$ cat src/rtl/aabb_nearest_hit_scheduler_pkg.sv
// Shared types for the AABB nearest-hit scheduler: fixed-point word, ray/box vectors and FSM states.
package aabb_nearest_hit_scheduler_pkg;

    localparam int unsigned WIDTH  = 16;
    localparam int unsigned Q_BITS = 12;
    localparam logic [WIDTH-1:0] MAX_16 = WIDTH'(16'h7FFF);

    typedef struct packed {
        logic [WIDTH-1:0] x;
        logic [WIDTH-1:0] y;
        logic [WIDTH-1:0] z;
    } vec3_t;

    typedef vec3_t ray_origin_t;
    typedef vec3_t ray_direction_t;
    typedef vec3_t box_min_t;
    typedef vec3_t box_max_t;

    typedef struct packed {
        box_min_t min;
        box_max_t max;
    } aabb_box_t;

    typedef enum logic [2:0] {
        IDLE,
        FETCH,
        LOAD,
        ISSUE,
        WAIT,
        UPDATE,
        DONE
    } sched_state_e;

endpackage

$ cat src/rtl/aabb_nearest_hit_scheduler_tracker.sv
// Nearest-hit tracker: keeps the best (lowest signed distance, then lowest index) hit of a scan.
module aabb_nearest_hit_scheduler_tracker
    import aabb_nearest_hit_scheduler_pkg::*;
#(
    parameter int unsigned IDX_W = 4
) (
    input  logic             clk,
    input  logic             reset,
    input  logic             i_clear,
    input  logic             i_update,
    input  logic             i_hit,
    input  logic [WIDTH-1:0] i_t,
    input  logic [IDX_W-1:0] i_idx,
    output logic             o_best_hit_c,
    output logic [WIDTH-1:0] o_best_t_c,
    output logic [IDX_W-1:0] o_best_idx_c
);

    logic             r_best_hit;
    logic [WIDTH-1:0] r_best_t;
    logic [IDX_W-1:0] r_best_idx;
    logic             w_better;

    // Strict compare so an equal distance never displaces an earlier index.
    assign w_better = i_hit && ($signed(i_t) < $signed(r_best_t));

    always_comb begin
        o_best_hit_c = r_best_hit;
        o_best_t_c   = r_best_t;
        o_best_idx_c = r_best_idx;
        if (i_clear) begin
            o_best_hit_c = 1'b0;
            o_best_t_c   = MAX_16;
            o_best_idx_c = '0;
        end else if (i_update && w_better) begin
            o_best_hit_c = 1'b1;
            o_best_t_c   = i_t;
            o_best_idx_c = i_idx;
        end
    end

    always_ff @(posedge clk or posedge reset) begin
        if (reset) begin
            r_best_hit <= 1'b0;
            r_best_t   <= MAX_16;
            r_best_idx <= '0;
        end else begin
            r_best_hit <= o_best_hit_c;
            r_best_t   <= o_best_t_c;
            r_best_idx <= o_best_idx_c;
        end
    end

endmodule

$ cat src/rtl/aabb_nearest_hit_scheduler.sv
// Walks the box RAM for one ray, drives the slab tester per box and reports the nearest hit.
module aabb_nearest_hit_scheduler
    import aabb_nearest_hit_scheduler_pkg::*;
#(
    parameter  int unsigned NUM_BOXES = 16,
    parameter  int unsigned TIMEOUT   = 64,
    localparam int unsigned IDX_W     = (NUM_BOXES > 1) ? $clog2(NUM_BOXES) : 1
) (
    input  logic             clk,
    input  logic             reset,
    input  logic             i_start,
    input  ray_origin_t      i_ray_origin,
    input  ray_direction_t   i_ray_direction,
    output logic             o_busy,
    output logic             o_done,
    output logic             o_hit,
    output logic [IDX_W-1:0] o_hit_index,
    output logic [WIDTH-1:0] o_hit_t,
    output logic             o_timeout_err,
    output logic             o_box_rd_en,
    output logic [IDX_W-1:0] o_box_rd_addr,
    input  box_min_t         i_box_rd_min,
    input  box_max_t         i_box_rd_max,
    output logic             o_aabb_start,
    output ray_origin_t      o_aabb_origin,
    output ray_direction_t   o_aabb_direction,
    output box_min_t         o_aabb_min,
    output box_max_t         o_aabb_max,
    input  logic             i_aabb_valid,
    input  logic             i_aabb_hit,
    input  logic [WIDTH-1:0] i_aabb_tmin
);

    localparam int unsigned TMR_W = $clog2(TIMEOUT + 1);

    sched_state_e     r_state;
    sched_state_e     w_state_nxt;
    logic [IDX_W-1:0] r_idx;
    logic [IDX_W-1:0] w_idx_nxt;
    logic [TMR_W-1:0] r_timer;
    logic             r_cap_hit;
    logic [WIDTH-1:0] r_cap_t;
    ray_origin_t      r_origin;
    ray_direction_t   r_direction;
    aabb_box_t        r_box;

    logic             r_busy;
    logic             r_done;
    logic             r_hit;
    logic [IDX_W-1:0] r_hit_index;
    logic [WIDTH-1:0] r_hit_t;
    logic             r_timeout_err;
    logic             r_box_rd_en;
    logic [IDX_W-1:0] r_box_rd_addr;
    logic             r_aabb_start;

    logic             w_accept;
    logic             w_wait_exit;
    logic             w_timed_out;
    logic             w_update;
    logic             w_last;
    logic             w_best_hit_c;
    logic [WIDTH-1:0] w_best_t_c;
    logic [IDX_W-1:0] w_best_idx_c;

    assign w_last = (r_idx == IDX_W'(NUM_BOXES - 1));

    // Next-state and per-state control strobes.
    always_comb begin
        w_state_nxt = r_state;
        w_idx_nxt   = r_idx;
        w_accept    = 1'b0;
        w_wait_exit = 1'b0;
        w_timed_out = 1'b0;
        w_update    = 1'b0;
        unique case (r_state)
            IDLE: begin
                if (i_start) begin
                    w_accept    = 1'b1;
                    w_idx_nxt   = '0;
                    w_state_nxt = FETCH;
                end
            end
            FETCH:  w_state_nxt = LOAD;
            LOAD:   w_state_nxt = ISSUE;
            ISSUE:  w_state_nxt = WAIT;
            // Valid is only honoured here, masking a stale valid from the previous box.
            WAIT: begin
                if (i_aabb_valid) begin
                    w_wait_exit = 1'b1;
                    w_state_nxt = UPDATE;
                end else if (r_timer == TMR_W'(TIMEOUT - 1)) begin
                    w_wait_exit = 1'b1;
                    w_timed_out = 1'b1;
                    w_state_nxt = UPDATE;
                end
            end
            UPDATE: begin
                w_update = 1'b1;
                if (w_last) begin
                    w_state_nxt = DONE;
                end else begin
                    w_idx_nxt   = r_idx + 1'b1;
                    w_state_nxt = FETCH;
                end
            end
            DONE:    w_state_nxt = IDLE;
            default: w_state_nxt = IDLE;
        endcase
    end

    // Outputs are registered from the upcoming state so they line up with it.
    always_ff @(posedge clk or posedge reset) begin
        if (reset) begin
            r_state       <= IDLE;
            r_idx         <= '0;
            r_timer       <= '0;
            r_cap_hit     <= 1'b0;
            r_cap_t       <= '0;
            r_origin      <= '0;
            r_direction   <= '0;
            r_box         <= '0;
            r_busy        <= 1'b0;
            r_done        <= 1'b0;
            r_hit         <= 1'b0;
            r_hit_index   <= '0;
            r_hit_t       <= '0;
            r_timeout_err <= 1'b0;
            r_box_rd_en   <= 1'b0;
            r_box_rd_addr <= '0;
            r_aabb_start  <= 1'b0;
        end else begin
            r_state      <= w_state_nxt;
            r_idx        <= w_idx_nxt;
            r_box_rd_en  <= (w_state_nxt == FETCH);
            r_aabb_start <= (w_state_nxt == ISSUE);
            r_busy       <= (w_state_nxt != IDLE) && (w_state_nxt != DONE);
            r_done       <= (w_state_nxt == DONE);
            if (w_accept) begin
                r_origin      <= i_ray_origin;
                r_direction   <= i_ray_direction;
                r_timeout_err <= 1'b0;
                r_hit         <= 1'b0;
                r_hit_index   <= '0;
                r_hit_t       <= '0;
            end
            if (w_state_nxt == FETCH) begin
                r_box_rd_addr <= w_idx_nxt;
            end
            if (r_state == LOAD) begin
                r_box.min <= i_box_rd_min;
                r_box.max <= i_box_rd_max;
            end
            if (r_state == ISSUE) begin
                r_timer <= '0;
            end else if ((r_state == WAIT) && !w_wait_exit) begin
                r_timer <= r_timer + 1'b1;
            end
            if (w_wait_exit) begin
                r_cap_hit <= i_aabb_valid && i_aabb_hit;
                r_cap_t   <= i_aabb_tmin;
            end
            if (w_timed_out) begin
                r_timeout_err <= 1'b1;
            end
            if (w_state_nxt == DONE) begin
                r_hit       <= w_best_hit_c;
                r_hit_index <= w_best_idx_c;
                r_hit_t     <= w_best_hit_c ? w_best_t_c : '0;
            end
        end
    end

    aabb_nearest_hit_scheduler_tracker #(
        .IDX_W (IDX_W)
    ) u_tracker (
        .clk          (clk),
        .reset        (reset),
        .i_clear      (w_accept),
        .i_update     (w_update),
        .i_hit        (r_cap_hit),
        .i_t          (r_cap_t),
        .i_idx        (r_idx),
        .o_best_hit_c (w_best_hit_c),
        .o_best_t_c   (w_best_t_c),
        .o_best_idx_c (w_best_idx_c)
    );

    assign o_busy           = r_busy;
    assign o_done           = r_done;
    assign o_hit            = r_hit;
    assign o_hit_index      = r_hit_index;
    assign o_hit_t          = r_hit_t;
    assign o_timeout_err    = r_timeout_err;
    assign o_box_rd_en      = r_box_rd_en;
    assign o_box_rd_addr    = r_box_rd_addr;
    assign o_aabb_start     = r_aabb_start;
    assign o_aabb_origin    = r_origin;
    assign o_aabb_direction = r_direction;
    assign o_aabb_min       = r_box.min;
    assign o_aabb_max       = r_box.max;

endmodule

$ cat config.mk
export PLATFORM = sky130hd
export DESIGN_NAME = aabb_nearest_hit_scheduler
export DESIGN_NICKNAME = d
export VERILOG_FILES = /design/src/rtl/aabb_nearest_hit_scheduler_pkg.sv /design/src/rtl/aabb_nearest_hit_scheduler_tracker.sv /design/src/rtl/aabb_nearest_hit_scheduler.sv
export SDC_FILE = /design/constraint.sdc
export NUM_CORES = 1
export LEC_CHECK = 0
export ABC_AREA = 1
export CAP_MARGIN = 20
export CORE_AREA = 2 2 168 170
export CTS_BUF_LIST = sky130_fd_sc_hd__clkbuf_4 sky130_fd_sc_hd__clkbuf_8
export DETAILED_ROUTE_END_ITERATION = 16
export DIE_AREA = 0 0 170 172
export GPL_TIMING_DRIVEN = 0
export HOLD_SLACK_MARGIN = 0.03
export PLACE_DENSITY = 0.88
export SYNTH_ARGS = -nofsm -noshare
export SYNTH_HDL_FRONTEND = slang
export SYNTH_SLANG_ARGS = --single-unit
$ cat constraint.sdc
create_clock -name clk -period 8.83 [get_ports clk]
set_clock_uncertainty 0.1 [all_clocks]
set_input_delay 0.883 -clock clk [delete_from_list [all_inputs] [get_ports clk]]
set_output_delay 0.883 -clock clk [all_outputs]
set_load 0.02 [all_outputs]
==> metrics.md, run 1 <==
| Metric | Value |
|---|---|
| Worst reg2reg path endpoint | `o_aabb_min[9]$_DFFE_PP0P_` |
| Clock Sink Count | `roughly 270` |
| RSZ-0062 raised after global routing | `false` |
| Count of cells along the worst register-to-register path | `6` |
| Nets@finish | `~2000` |
| Die Span Y | `~170 um` |
| Required time worst endpoint | `about 9.2 ns` |
| Slew @ Worst Pin | `around 0.98 ns` |
| Worst path max stage delay | `between 0.8 and 0.9 ns` |
| Starting DRC count in detailed routing | `roughly 650` |
| Layout-stage area growth over the synthesis result | `53.13%` |
| Commonest cells after routing, fill and taps aside | `sky130_fd_sc_hd__nand2_1, sky130_fd_sc_hd__clkdlybuf4s50_1, sky130_fd_sc_hd__dfrtp_1, sky130_fd_sc_hd__clkbuf_8, sky130_fd_sc_hd__inv_1` |
| DRT met1 WL | `between 10000 and 15000 um` |
| Number of vias after detailed routing | `about 10000` |
| Number of gates resized after CTS | `0` |
| Highest metal layer with signal wires | `met4` |
| Fraction of final layout cells with drive strength greater than 1 | `9.050%` |
| Fin crit period | `about 2.6 ns` |
| Hold violation count in the final report | `0` |
| Critical Path Source Type | `flop` |
| Power density normalized to cell area | `366.4 nW/um^2` |
| Mean post-synth cell area | `~9 um^2` |
| Global placer's final weighted congestion | `0.8861` |
| CP endpoint kind | `flop` |
| Data arrival at the endpoint of the critical path | `2.97 ns` |
| Routed wire length | `around 36000 um` |
| Achievable frequency | `approximately 380 MHz` |
| Initial antenna violation count | `0` |
| Nets in the synthesized netlist | `around 1500` |
| First-pass GRT wire length | `approximately 55000 um` |
| Count of boundary I/O pins | `~440` |
| Count of filler cells inserted in the layout | `~2200` |
| Max-slew violation count | `0` |
| Run status | `finished, final reports clean` |
| Worst setup path class | `flop to flop` |
| Starting utilization of the core area | `between 40 and 50%` |
| Sum of met3 wire segment lengths after detailed routing | `2545 um` |
| Buffers on Ports | `around 430` |
| Number of nets with antenna violations after routing | `0` |
| Root cell of the clock tree | `sky130_fd_sc_hd__clkbuf_8` |
| Wire length per cell | `16.92 um` |
| Post-CTS repair timing setup buffer count | `0` |
| CTS H-tree depth | `2` |
| Hold WS | `0.3688 ns` |
| Total gr overflow | `0` |
| CTS buffer count | `48` |
| Warning count from the yosys run | `0` |
| Final critical-path share of the clock period | `just under 30%` |
| Hold-fix buffers at CTS | `0` |
| CP Launch Point | `r_state[2]$_DFF_PP0_` |
| Critical path endpoint | `o_aabb_min[9]$_DFFE_PP0P_` |
| HPWL after detailed placement | `roughly 27000 um` |
| Die outline width | `around 170 um` |
| Peak supply drop | `0.2170 mV` |
| Antenna Cells | `0` |
| Number of maximum-capacitance violations | `0` |
| Highest net fanout along the worst path | `10` |
| Setup violation total in the final timing report | `0` |
| Number of register bits inferred by synthesis | `~270` |
| Static leakage | `8.599 nW` |
| Largest net degree at the start of global routing | `128` |
| Clk_lat worst skew | `between 0.5 and 0.6 ns` |
| Number of vias per cell after detailed routing | `around 4.9` |
| Clock transition at the registers of the reported paths | `about 0.060 ns` |
| GR Util All Layers | `23.95%` |
| Hold path start | `o_aabb_min[39]$_DFFE_PP0P_` |
| Via count of the first global-routing pass | `~11000` |
| Area of the core | `around 27000 um^2` |
| Worst max-slew margin expressed relative to the limit | `34.36%` |
| Residual DRC count | `0` |
| Number of instances in the synthesized netlist | `roughly 1300` |
| TritonCTS clock tree | `yes` |
| Number of rows created at floorplan | `61` |
| Hold WC Path Type | `flop to flop` |
| Synth Cell Area | `around 11000 um^2` |
| Setup slack, reg-to-reg | `6.20 ns` |
| Overall power after layout | `around 6.2 mW` |
| Number of different library cells in the post-synthesis netlist | `32` |
| First-pass iteration count of the detailed router | `7` |
| Worst hold stages | `2` |
| Reg2Reg Launch Point | `r_state[2]$_DFF_PP0_` |
| Ordered list of cells on the worst path | `nor3_2 -> inv_2 -> clkbuf_1 -> clkbuf_1 -> nand2_1 -> nand2_1` |
| Leading cell type in the layout, fill and taps excluded | `sky130_fd_sc_hd__nand2_1` |
| Die area | `29240 um^2` |
| Met2 wirelength from detailed routing | `between 15000 and 20000 um` |
| Sequential element share of the synthesized area | `around 62%` |
| Max Buffers Root-to-Sink | `3` |
| Cell with the largest stage delay on the worst path | `sky130_fd_sc_hd__nor3_2` |
[stage by stage]
| stage | cells | util [%] | cell area (um^2) | TNS [ns] | setup WS [ns] |
|---|---|---|---|---|---|
| 2_1_floorplan | 1256 | - | 11060 | 0 | 0.3197 |
| 3_3_place_gp | 2036 | 57.65 | 15840 | -737.11 | -2.879 |
| 3_5_place_dp | 2038 | 57.88 | 15900 | 0 | 5.840 |
| 4_1_cts | 2125 | 61.66 | 16940 | 0 | 6.108 |
| 5_1_grt | 2125 | 61.66 | 16940 | 0 | 6.033 |
| 6_report | 2125 | 61.66 | 16940 | 0 | 6.198 |
[sequential cells by signal, indices dropped and copies added, names as in the netlist, 3 cells and up]
register	count
o_aabb_max	48
r_cap_t	16
u_tracker.r_best_t	16
u_tracker.r_best_idx	4
o_aabb_min	48
o_hit_t	16
r_idx	4
r_state	3
o_hit_index	4
o_box_rd_addr	4
r_timer	7
o_aabb_origin	48
o_aabb_direction	48
[worst min-delay path by stage]
stage / to
final: o_aabb_min[39]$_DFFE_PP0P_
after global routing: o_aabb_min[28]$_DFFE_PP0P_
after CTS: o_aabb_max[11]$_DFFE_PP0P_
after detailed placement: o_aabb_min[39]$_DFFE_PP0P_
after global placement: o_aabb_max[32]$_DFFE_PP0P_
after floorplan: r_timer[5]$_DFFE_PP0P_
[cell families (layout without fill, tap and decap cells)]
kind of cell | count (synthesis) | after routing | synth area share (%)
compound gates | 29 | 29 | 1.402
buf+inv | 108 | 631 | 4.094
simple gates | 827 | 827 | 30.36
flops | 274 | 274 | 62.14
xor+xnor | 1 | 1 | 0.07917
fa+ha+maj | 17 | 17 | 1.922
[cell type report]
class | instances | area (um^2) | share of cell area (%)
clock buffers | 80 | 950.9 | 5.613
inverters | 55 | 214.0 | 1.263
plain buffers | 53 | 246.5 | 1.455
multi-input cells | 874 | 3736 | 22.05
flip-flops and latches | 274 | 6875 | 40.58
repair buffers | 436 | 4399 | 25.97
well taps | 346 | 432.9 | 2.555
clock inverters | 7 | 87.58 | 0.5169
[layer usage]
| metal | track usage, % | up-vias |
|---|---|---|
| li1 | - | 4846 |
| met1 | 26.43 | 4921 |
| met2 | 42.50 | 432 |
| met3 | 6.088 | 128 |
| met4 | 13.12 | 0 |
| met5 | 0 | - |
[cell usage after synthesis]
master,number,area [um^2]
sky130_fd_sc_hd__a211oi_1,1,7.510
sky130_fd_sc_hd__a21oi_1,10,50.05
sky130_fd_sc_hd__a32o_1,1,10.01
sky130_fd_sc_hd__and3_1,4,25.02
sky130_fd_sc_hd__buf_1,9,33.78
sky130_fd_sc_hd__buf_12,1,20.02
sky130_fd_sc_hd__buf_2,10,50.05
sky130_fd_sc_hd__buf_6,1,11.26
sky130_fd_sc_hd__buf_8,1,15.01
sky130_fd_sc_hd__clkbuf_1,31,116.4
sky130_fd_sc_hd__clkinv_1,1,3.750
sky130_fd_sc_hd__dfrtp_1,259,6481
sky130_fd_sc_hd__dfstp_2,15,394.1
sky130_fd_sc_hd__ha_1,17,212.7
sky130_fd_sc_hd__inv_1,48,180.2
sky130_fd_sc_hd__inv_2,6,22.52
sky130_fd_sc_hd__nand2_1,725,2721
sky130_fd_sc_hd__nand2_2,19,118.9
sky130_fd_sc_hd__nand2_4,1,11.26
sky130_fd_sc_hd__nand3_1,19,95.09
sky130_fd_sc_hd__nand3_2,9,90.09
sky130_fd_sc_hd__nand4_1,23,143.9
sky130_fd_sc_hd__nor2_1,14,52.55
sky130_fd_sc_hd__nor2_2,4,25.02
sky130_fd_sc_hd__nor2_4,1,11.26
sky130_fd_sc_hd__nor2_8,1,20.02
sky130_fd_sc_hd__nor3_1,5,25.02
sky130_fd_sc_hd__nor3_2,2,20.02
sky130_fd_sc_hd__o21ai_0,13,65.06
sky130_fd_sc_hd__o21ai_1,2,10.01
sky130_fd_sc_hd__o22ai_1,2,12.51
sky130_fd_sc_hd__xor2_1,1,8.760
[worst max-delay path: cells and delay by family (launching register included)]
family	cells	cell delay, ns
and+or+nand+nor	3	1.03
DFF	1	0.42
buffers and inverters	3	0.97
[power breakdown]
| part | leakage, nW | internal [mW] | switching, mW |
|---|---|---|---|
| clock network | 0.557 | 0.735 | 0.519 |
| logic | 4.61 | 1.17 | 1.67 |
| registers | 3.43 | 1.81 | 0.309 |
| total | 8.60 | 3.71 | 2.49 |
(Power assumes the default switching activity.)
==> run 2: changes to the inputs <==
clock period = 2.4 ns   (was 8.83 ns; I/O delays follow)
==> metrics.md, run 2 (synthesis gave the netlist of run 1 again) <==
| Metric | Value |
|---|---|
| Hold violation count in the final report | `0` |
| Sum of met3 wire segment lengths after detailed routing | `approximately 2900 um` |
| Starting utilization of the core area | `40.27%` |
| Power density normalized to cell area | `approximately 1300 nW/um^2` |
| Routed wire length | `between 30000 and 40000 um` |
| Hold path start | `i_ray_direction[22]` |
| Layout-stage area growth over the synthesis result | `57.17%` |
| Max-slew violation count | `0` |
| Highest metal layer with signal wires | `met4` |
| Final cell count without fillers | `2145` |
| Hold-critical path endpoint | `o_aabb_direction[22]$_DFFE_PP0P_` |
| Worst setup path class | `flop to flop` |
| Worst reg2reg path endpoint | `o_hit_t[12]$_DFFE_PP0P_` |
| Instance count after placement with tap cells included | `a little over 2000` |
| Hold WS | `roughly 0.13 ns` |
| Number of nets with antenna violations after routing | `0` |
| CTS buffer count | `47` |
| Highest net fanout along the worst path | `7` |
| Number of maximum-capacitance violations | `0` |
| Required time worst endpoint | `2.72 ns` |
| Setup TNS | `0 ns` |
| Commonest cells after routing, fill and taps aside | `sky130_fd_sc_hd__nand2_1, sky130_fd_sc_hd__clkdlybuf4s50_1, sky130_fd_sc_hd__dfrtp_1, sky130_fd_sc_hd__clkbuf_8, sky130_fd_sc_hd__inv_1` |
| Critical Path Source Type | `flop` |
| Wire length per cell | `around 17 um` |
| Leading cell type in the layout, fill and taps excluded | `sky130_fd_sc_hd__nand2_1` |
| Number of rows created at floorplan | `between 60 and 70` |
| Worst hold stages | `3` |
| Die area | `29240 um^2` |
| Residual DRC count | `0` |
| Buffers on Ports | `around 430` |
| Achievable frequency | `426.1 MHz` |
| Overall power after layout | `approximately 23 mW` |
| DRT met1 WL | `13540 um` |
| First-pass GRT wire length | `between 50000 and 60000 um` |
| GR Util All Layers | `about a quarter` |
| Run status | `finished, final reports clean` |
| Met2 wirelength from detailed routing | `~19000 um` |
| Area of the core | `between 20000 and 30000 um^2` |
| First-pass iteration count of the detailed router | `5` |
| Sequential cell area | `6875 um^2` |
| Via count of the first global-routing pass | `10466` |
| Largest net degree at the start of global routing | `between 40 and 50` |
| Die Span Y | `172 um` |
| Peak supply drop | `about 0.9 mV` |
| Count of filler cells inserted in the layout | `~2100` |
| Root cell of the clock tree | `sky130_fd_sc_hd__clkbuf_8` |
| Nets@finish | `about 2000` |
| Reg2Reg Launch Point | `u_tracker.r_best_t[14]$_DFF_PP1_` |
| Total gr overflow | `0` |
| Area occupied by multi-input gates | `3956 um^2` |
| Setup violation total in the final timing report | `0` |
| Worst max-slew margin expressed relative to the limit | `just under 50%` |
| Number of vias per cell after detailed routing | `4.862` |
| Final critical-path share of the clock period | `around 98%` |
| TritonCTS clock tree | `yes` |
| Count of cells along the worst register-to-register path | `13` |
| Count of boundary I/O pins | `~440` |
| Die outline width | `170 um` |
| Setup slack, reg-to-reg | `about 0.053 ns` |
| HPWL after detailed placement | `about 27000 um` |
| CP endpoint kind | `flop` |
| Clock Sink Count | `around 270` |
| Initial antenna violation count | `0` |
| CTS H-tree depth | `2` |
| Clk_lat worst skew | `roughly 0.54 ns` |
| Antenna Cells | `0` |
| Hold WC Path Type | `input pin to flop` |
| Fraction of final layout cells with drive strength greater than 1 | `between 10% and 20%` |
| RSZ-0062 raised after global routing | `true` |
| Max Buffers Root-to-Sink | `3` |
| Global placer's final weighted congestion | `approximately 0.85` |
| Static leakage | `slightly below 9 nW` |
| Data arrival at the endpoint of the critical path | `approximately 2.7 ns` |
| Fin crit period | `~2.3 ns` |
| Number of vias after detailed routing | `between 10000 and 15000` |
| Clock transition at the registers of the reported paths | `around 0.060 ns` |
| Slew @ Worst Pin | `0.7581 ns` |
| Starting DRC count in detailed routing | `between 600 and 700` |
-- run 2: changes by cell type in the layout (fill, tap and decap cells not counted), moves of 6 or more --
cell                      previous run  this run
sky130_fd_sc_hd__nand2_1           725       719
sky130_fd_sc_hd__buf_4               0        15
sky130_fd_sc_hd__nand3_1            19        13
sky130_fd_sc_hd__ha_1               17         9
sky130_fd_sc_hd__ha_4                0         8
sky130_fd_sc_hd__buf_12              1        10
-- run 2: how the worst max path moves through the flow --
stage,startpoint,end,slack (ns),cells after the start
floorplan,reset,o_aabb_direction[0]$_DFFE_PP0P_,-1.55,1
global route,u_tracker.r_best_t[6]$_DFF_PP1_,o_hit_t[3]$_DFFE_PP0P_,-0.03,16
finish,u_tracker.r_best_t[14]$_DFF_PP1_,o_hit_t[12]$_DFFE_PP0P_,0.05,13
global placement,reset,o_aabb_min[42]$_DFFE_PP0P_,-3.46,2
detailed placement,r_state[2]$_DFF_PP0_,o_aabb_min[0]$_DFFE_PP0P_,-0.18,6
CTS,u_tracker.r_best_t[5]$_DFF_PP1_,o_hit_t[12]$_DFFE_PP0P_,0.02,16
-- run 2: critical path, stage by stage, from the launching register on --
cell and delay [ns]:
sky130_fd_sc_hd__dfstp_2 0.55, sky130_fd_sc_hd__inv_1 0.05, sky130_fd_sc_hd__ha_1 0.29, sky130_fd_sc_hd__nand4_1 0.16
sky130_fd_sc_hd__nor2_2 0.18, sky130_fd_sc_hd__nand2_2 0.11, sky130_fd_sc_hd__nand3_4 0.13, sky130_fd_sc_hd__nand3_4 0.09
sky130_fd_sc_hd__buf_8 0.16, sky130_fd_sc_hd__buf_12 0.14, sky130_fd_sc_hd__nand2_4 0.05, sky130_fd_sc_hd__nand3_2 0.08
sky130_fd_sc_hd__nand2_2 0.08, sky130_fd_sc_hd__nand2_1 0.06
-- run 2: area by class of cell --
cell class	count	area share, %
plain buffers	53	1.475
clock buffers	75	5.252
clock inverters	7	0.2015
inverters	55	1.230
multi-input cells	874	22.75
flip-flops and latches	274	39.54
well taps	346	2.489
repair buffers	461	27.07
-- run 2: layer usage --
metal / global-route usage [%] / vias to the layer above
li1: - / 4894
met1: 26.82 / 4940
met2: 41.79 / 453
met3: 7.485 / 143
met4: 11.56 / 0
met5: 0 / -
-- run 2: per-stage QoR --
| step | instance area, um^2 | util, % | setup WS, ns |
|---|---|---|---|
| 2_1_floorplan | 11070 | - | -1.551 |
| 3_3_place_gp | 15850 | 57.67 | -3.462 |
| 3_5_place_dp | 16020 | 58.31 | -0.1776 |
| 4_1_cts | 17140 | 62.39 | 0.01507 |
| 5_1_grt | 17390 | 63.29 | -0.03312 |
| 6_report | 17390 | 63.29 | 0.05316 |
-- run 2: report_power, final --
part	total, mW	internal (mW)	switching (mW)	leakage, nW
combinational	11.0	4.65	6.37	4.77
sequential	7.84	6.65	1.19	3.43
clock	4.22	2.40	1.82	0.517
-- run 2: what timing repair did --
item | CTS | global route
endpoints found under the hold margin | 16 | 0
buffers inserted | 8 | 9
gates resized for setup | 12 | 30
hold buffers | 1 | 0
cloned | 0 | 1
pin swaps | 10 | 23
setup endpoints to repair | 50 | 49
==> run 3: changes to the inputs <==
SETUP_SLACK_MARGIN = 0.15   (was not set)
==> metrics.md, run 3 (synthesis gave the netlist of run 1 again) <==
| Metric | Value |
|---|---|
| Reg2Reg Launch Point | `u_tracker.r_best_t[5]$_DFF_PP1_` |
| Relative contribution of sequential cells to total power | `33.0%` |
| First-pass GRT wire length | `57050 um` |
| Leading cell type in the layout, fill and taps excluded | `sky130_fd_sc_hd__nand2_1` |
| Hold WC Path Type | `input pin to flop` |
| Sw Ratio | `around two fifths` |
| Combinational fraction of design power | `49.2%` |
| Fraction of final layout cells with drive strength greater than 1 | `14.54%` |
| CP endpoint kind | `flop` |
| Die Span Y | `about 170 um` |
| Overall power after layout | `23.90 mW` |
| Number of nets with antenna violations after routing | `0` |
| Starting DRC count in detailed routing | `730` |
| Initial antenna violation count | `0` |
| Max Buffers Root-to-Sink | `3` |
| Clk_lat worst skew | `roughly 0.55 ns` |
| Routed wire length | `between 30000 and 40000 um` |
| Die outline width | `around 170 um` |
| Number of vias per cell after detailed routing | `between 4 and 5` |
| GR Util All Layers | `about a quarter` |
| Slew @ Worst Pin | `0.7729 ns` |
| Via count of the first global-routing pass | `between 10000 and 15000` |
| Required time worst endpoint | `2.74 ns` |
| Utilization of the core after routing | `about 65%` |
| Setup violation total in the final timing report | `35` |
| Final setup slack of the worst path | `-0.1702 ns` |
| Clock transition at the registers of the reported paths | `roughly 0.06 ns` |
| Starting utilization of the core area | `between 40% and 50%` |
| Area after DPL | `16020 um^2` |
| Max-slew violation count | `0` |
| Number of rows created at floorplan | `approximately 60` |
| Root cell of the clock tree | `sky130_fd_sc_hd__clkbuf_8` |
| Sw power | `around 9.8 mW` |
| Number of maximum-capacitance violations | `0` |
| Failing checks | `negative setup slack` |
| Clock Sink Count | `around 270` |
| Antenna Cells | `0` |
| Peak supply drop | `0.8734 mV` |
| Worst max-slew margin expressed relative to the limit | `between 40% and 50%` |
| Critical path's most frequent cell | `sky130_fd_sc_hd__nand2_2` |
| Fin crit period | `between 2 and 3 ns` |
| Setup slack, reg-to-reg | `-0.17 ns` |
| P_int | `roughly 14 mW` |
| Worst path max stage delay | `0.57 ns` |
| Commonest cells after routing, fill and taps aside | `sky130_fd_sc_hd__nand2_1, sky130_fd_sc_hd__clkdlybuf4s50_1, sky130_fd_sc_hd__dfrtp_1, sky130_fd_sc_hd__clkbuf_8, sky130_fd_sc_hd__inv_1` |
| Residual DRC count | `0` |
| Area occupied by multi-input gates | `roughly 4200 um^2` |
| Nets@finish | `roughly 2000` |
| Worst setup path class | `flop to flop` |
| Total gr overflow | `0` |
| Power density normalized to cell area | `1338 nW/um^2` |
| Critical Path Source Type | `flop` |
| Wire length per cell | `~18 um` |
| Layout-stage area growth over the synthesis result | `61.48%` |
| Clock power frac | `17.8%` |
| Sequential cell area | `around 6900 um^2` |
| Die area | `between 20000 and 30000 um^2` |
| Largest net degree at the start of global routing | `between 40 and 50` |
| Run status | `finished with violations` |
| Area of the core | `~27000 um^2` |
| Ordered list of cells on the worst path | `inv_2 -> ha_4 -> a21oi_2 -> nor2_2 -> nor3_2 -> nand2_1 -> nand2_2 -> buf_6 -> nand3_4 -> buf_6 -> buf_8 -> nand4_1 -> nand3_4 -> nand2_2 -> nand2_2` |
| Cell with the largest stage delay on the worst path | `sky130_fd_sc_hd__dfstp_2` |
| Static leakage | `just under 9 nW` |
| RSZ-0062 raised after global routing | `true` |
| Area of all placed cells without fillers | `about 18000 um^2` |
| CTS buffer count | `47` |
| TritonCTS clock tree | `yes` |
| Number of vias after detailed routing | `between 10000 and 15000` |
| CP Launch Point | `u_tracker.r_best_t[5]$_DFF_PP1_` |
| Global placer's final weighted congestion | `roughly 0.85` |
| CP top delay family | `simple AND/OR/NAND/NOR gates` |
| First-pass iteration count of the detailed router | `5` |
| CTS H-tree depth | `2` |
| Buffers on Ports | `about 430` |
| Data arrival at the endpoint of the critical path | `slightly below 3 ns` |
| Hold path start | `i_ray_direction[22]` |
| Critical path buffers and inverters | `4` |
| Achievable frequency | `about 390 MHz` |
| Highest net fanout along the worst path | `10` |
| Final critical-path share of the clock period | `107.1%` |
| Count of filler cells inserted in the layout | `1990` |
| Count of boundary I/O pins | `about 440` |
| HPWL after detailed placement | `26870 um` |
| Hold WS | `0.1241 ns` |
| Hold violation count in the final report | `0` |
## run 3: cell count changes in the layout (fill, tap and decap cells not counted), moves of 5 or more
| cell | change |
|---|---|
| sky130_fd_sc_hd__buf_6 | +17 |
| sky130_fd_sc_hd__nand3_4 | +7 |
| sky130_fd_sc_hd__inv_2 | +5 |
| sky130_fd_sc_hd__buf_4 | +6 |
| sky130_fd_sc_hd__inv_1 | -5 |
| sky130_fd_sc_hd__nand2_4 | +13 |
| sky130_fd_sc_hd__nand2_1 | -14 |
## run 3: worst paths after layout
path	endpoint	cells past startpoint
setup reg to reg	o_hit_t[8]$_DFFE_PP0P_	15
hold reg to reg	o_aabb_max[31]$_DFFE_PP0P_	2
hold / removal	o_aabb_direction[22]$_DFFE_PP0P_	3
setup / recovery	o_hit_t[8]$_DFFE_PP0P_	15
min in group asynchronous	o_aabb_origin[44]$_DFFE_PP0P_	3
max in group asynchronous	o_aabb_max[21]$_DFFE_PP0P_	7
## run 3: power groups by stage
stage	sequential (mW)	clock (mW)	combinational, mW
floorplan	9.61	0	3.43
global placement	7.71	0	10.1
detailed placement	7.79	0	10.4
CTS	7.80	4.34	11.2
global route	8.07	4.57	12.6
finish	7.88	4.25	11.8
## run 3: repair_timing
action	in CTS	in global routing
setup endpoints to repair	75	77
cloned	1	1
pin swaps	35	41
resized for setup	52	66
setup buffers	28	11
hold endpoints to repair	16	0
hold buffers	1	0
## run 3: through the flow
| step | setup WS (ns) | setup TNS [ns] | cells |
|---|---|---|---|
| after floorplan | -1.551 | -410.62 | 1256 |
| after global placement | -3.462 | -925.44 | 2036 |
| after detailed placement | -0.1776 | -3.963 | 2044 |
| after CTS | 0.08483 | 0 | 2156 |
| after global routing | -0.2270 | -5.145 | 2168 |
| final | -0.1702 | -2.387 | 2168 |
## run 3: area by class of cell
| type | instances | share of cell area, % |
|---|---|---|
| clock buffer | 75 | 5.112 |
| buffer | 53 | 1.548 |
| inverter | 55 | 1.197 |
| timing repair buffer | 484 | 27.78 |
| sequential | 274 | 38.48 |
| tap | 346 | 2.423 |
| clock inverter | 7 | 0.1961 |
| multi-input combinational | 874 | 23.26 |
## run 3: worst register-to-register path, delay by kind of cell (launching register included)
| family | cells | cell delay, ns |
|---|---|---|
| and+or+nand+nor | 9 | 0.96 |
| DFF | 1 | 0.57 |
| buffers and inverters | 4 | 0.45 |
| adders and majority gates | 1 | 0.21 |
| AOI/OAI and AO/OA | 1 | 0.16 |
## run 3: routing by layer
| layer | wire, um | GRT usage (%) | up-vias | part of all wire, % |
|---|---|---|---|---|
| met3 | 3061 | 7.462 | 160 | 7.8 |
| met5 | 0 | 0 | - | 0 |
| li1 | - | - | 4942 | - |
| met1 | 13890 | 27.35 | 5120 | 35 |
| met4 | 2247 | 12.49 | 0 | 5.7 |
| met2 | 20180 | 44.76 | 537 | 51 |
==> variant (config.mk and constraints of run 2) <==
Encoding of `sched_state_e`: now one-hot (7 bits for 7 states).
--- a/src/rtl/aabb_nearest_hit_scheduler_pkg.sv
+++ b/src/rtl/aabb_nearest_hit_scheduler_pkg.sv
@@ -23,10 +23,10 @@
 
-    typedef enum logic [2:0] {
-        IDLE,
-        FETCH,
-        LOAD,
-        ISSUE,
-        WAIT,
-        UPDATE,
-        DONE
+    typedef enum logic [6:0] {
+        IDLE   = 7'b0000001,
+        FETCH  = 7'b0000010,
+        LOAD   = 7'b0000100,
+        ISSUE  = 7'b0001000,
+        WAIT   = 7'b0010000,
+        UPDATE = 7'b0100000,
+        DONE   = 7'b1000000
     } sched_state_e;
Function: no difference found for any inputs over 4 cycles, from zero or initial values and one cycle with reset high; so few cycles prove little.
==> variant against run 2 <==
- the flow now finishes with violations (setup timing)
- final cell count is 0.89% higher
- wire length is 4.8% higher
- largest cell class unchanged
- sequential cell count is 4 higher
- die area stayed put
- synthesized area is 1.8% higher
- power is 7.0% lower
- via count is 2.1% higher
- worst setup slack worse by 0.17 ns
- cell area is 2.1% higher
==> variant: results (changes against run 2) <==
[outcome]
outcome=finished, violations left  ; was finished clean
violations=setup timing

[routing]
drtIter0Drc=756  ; was 680
wl_um=38900  ; was 37100 um
routed_via_density=4.92  ; was 4.86

[sta]
setup_viol=27  ; was 0
setup_tns_ns=-1.76  ; was 0 ns
fin_ws_ns=-0.113  ; was 0.0532 ns

[logic_synthesis]
synth_top_cells_by_area=dfrtp_1 (58%), nand2_1 (25%), dfstp_2 (3.7%)  ; was dfrtp_1 (59%), nand2_1 (25%), dfstp_2 (3.6%)
ys_seq_area_share_pct=62.0  ; was 62.1%
synthDistinctLibCells=34  ; was 32
synth_common_cells=nand2_1 (744), dfrtp_1 (262), inv_1 (57)  ; was nand2_1 (725), dfrtp_1 (259), inv_1 (48)
synth.area.mux_share_pct=0.200  ; was 0%

[place]
dp_hpwl_um=27800  ; was 26900 um
placed_cell_area_um2=16200  ; was 16000 um^2
dp_worst_setup_slack_ns=-0.121  ; was -0.178 ns

[grt]
antenna_found_initial=4  ; was 0
grtUsageMet1_pct=28.6  ; was 26.8%
grt_util_met3_pct=6.80  ; was 7.48%
grt_max_degree=44  ; was 42

[pwr]
p_leak_nw=8.83  ; was 8.72 nW
switchingPower_mw=8.39  ; was 9.38 mW
comb-power_mw=9.54  ; was 11.0 mW
ir_drop_mv=0.921  ; was 0.875 mV

[worst_setup_path]
arrival_ns=2.89  ; was 2.66 ns

[min_path]
min_to=o_aabb_origin[12]  ; was o_aabb_direction[22]

## variant: layout make-up
cell class                 instances  area, um^2
multi-input combinational        882        4150
clock inverter                     8        40.0
sequential                       278        6980
timing repair buffer             459        4690
fill                            1992        9720
buffer                            53         284
clock buffer                      72         935
antenna                            2        5.00
tap                              346         433
inverter                          64         244
## variant: logic make-up (layout without fill, tap and decap cells)
kind of cell | after synthesis | after routing
AOI/OAI and AO/OA | 31 | 31
other | 0 | 2
and+or+nand+nor | 831 | 831
xor gates and xnor gates | 1 | 1
buffers and inverters | 117 | 656
muxes | 2 | 2
adders and majority gates | 17 | 17
DFF | 278 | 278
## variant: what timing repair did
item                                    4_1_cts  5_1_grt
buffers inserted                              4       10
hold buffers                                  1        0
hold endpoints to repair                      9        0
pin swaps                                    12       46
gates resized for setup                      12       92
endpoints found under the setup margin       24      101
cloned                                        0        2
## variant: tightest hold or removal path, stage by stage
cell and delay [ns]:
clkdlybuf4s50_1 0.39, nand2_1 0.06, nand2_1 0.04
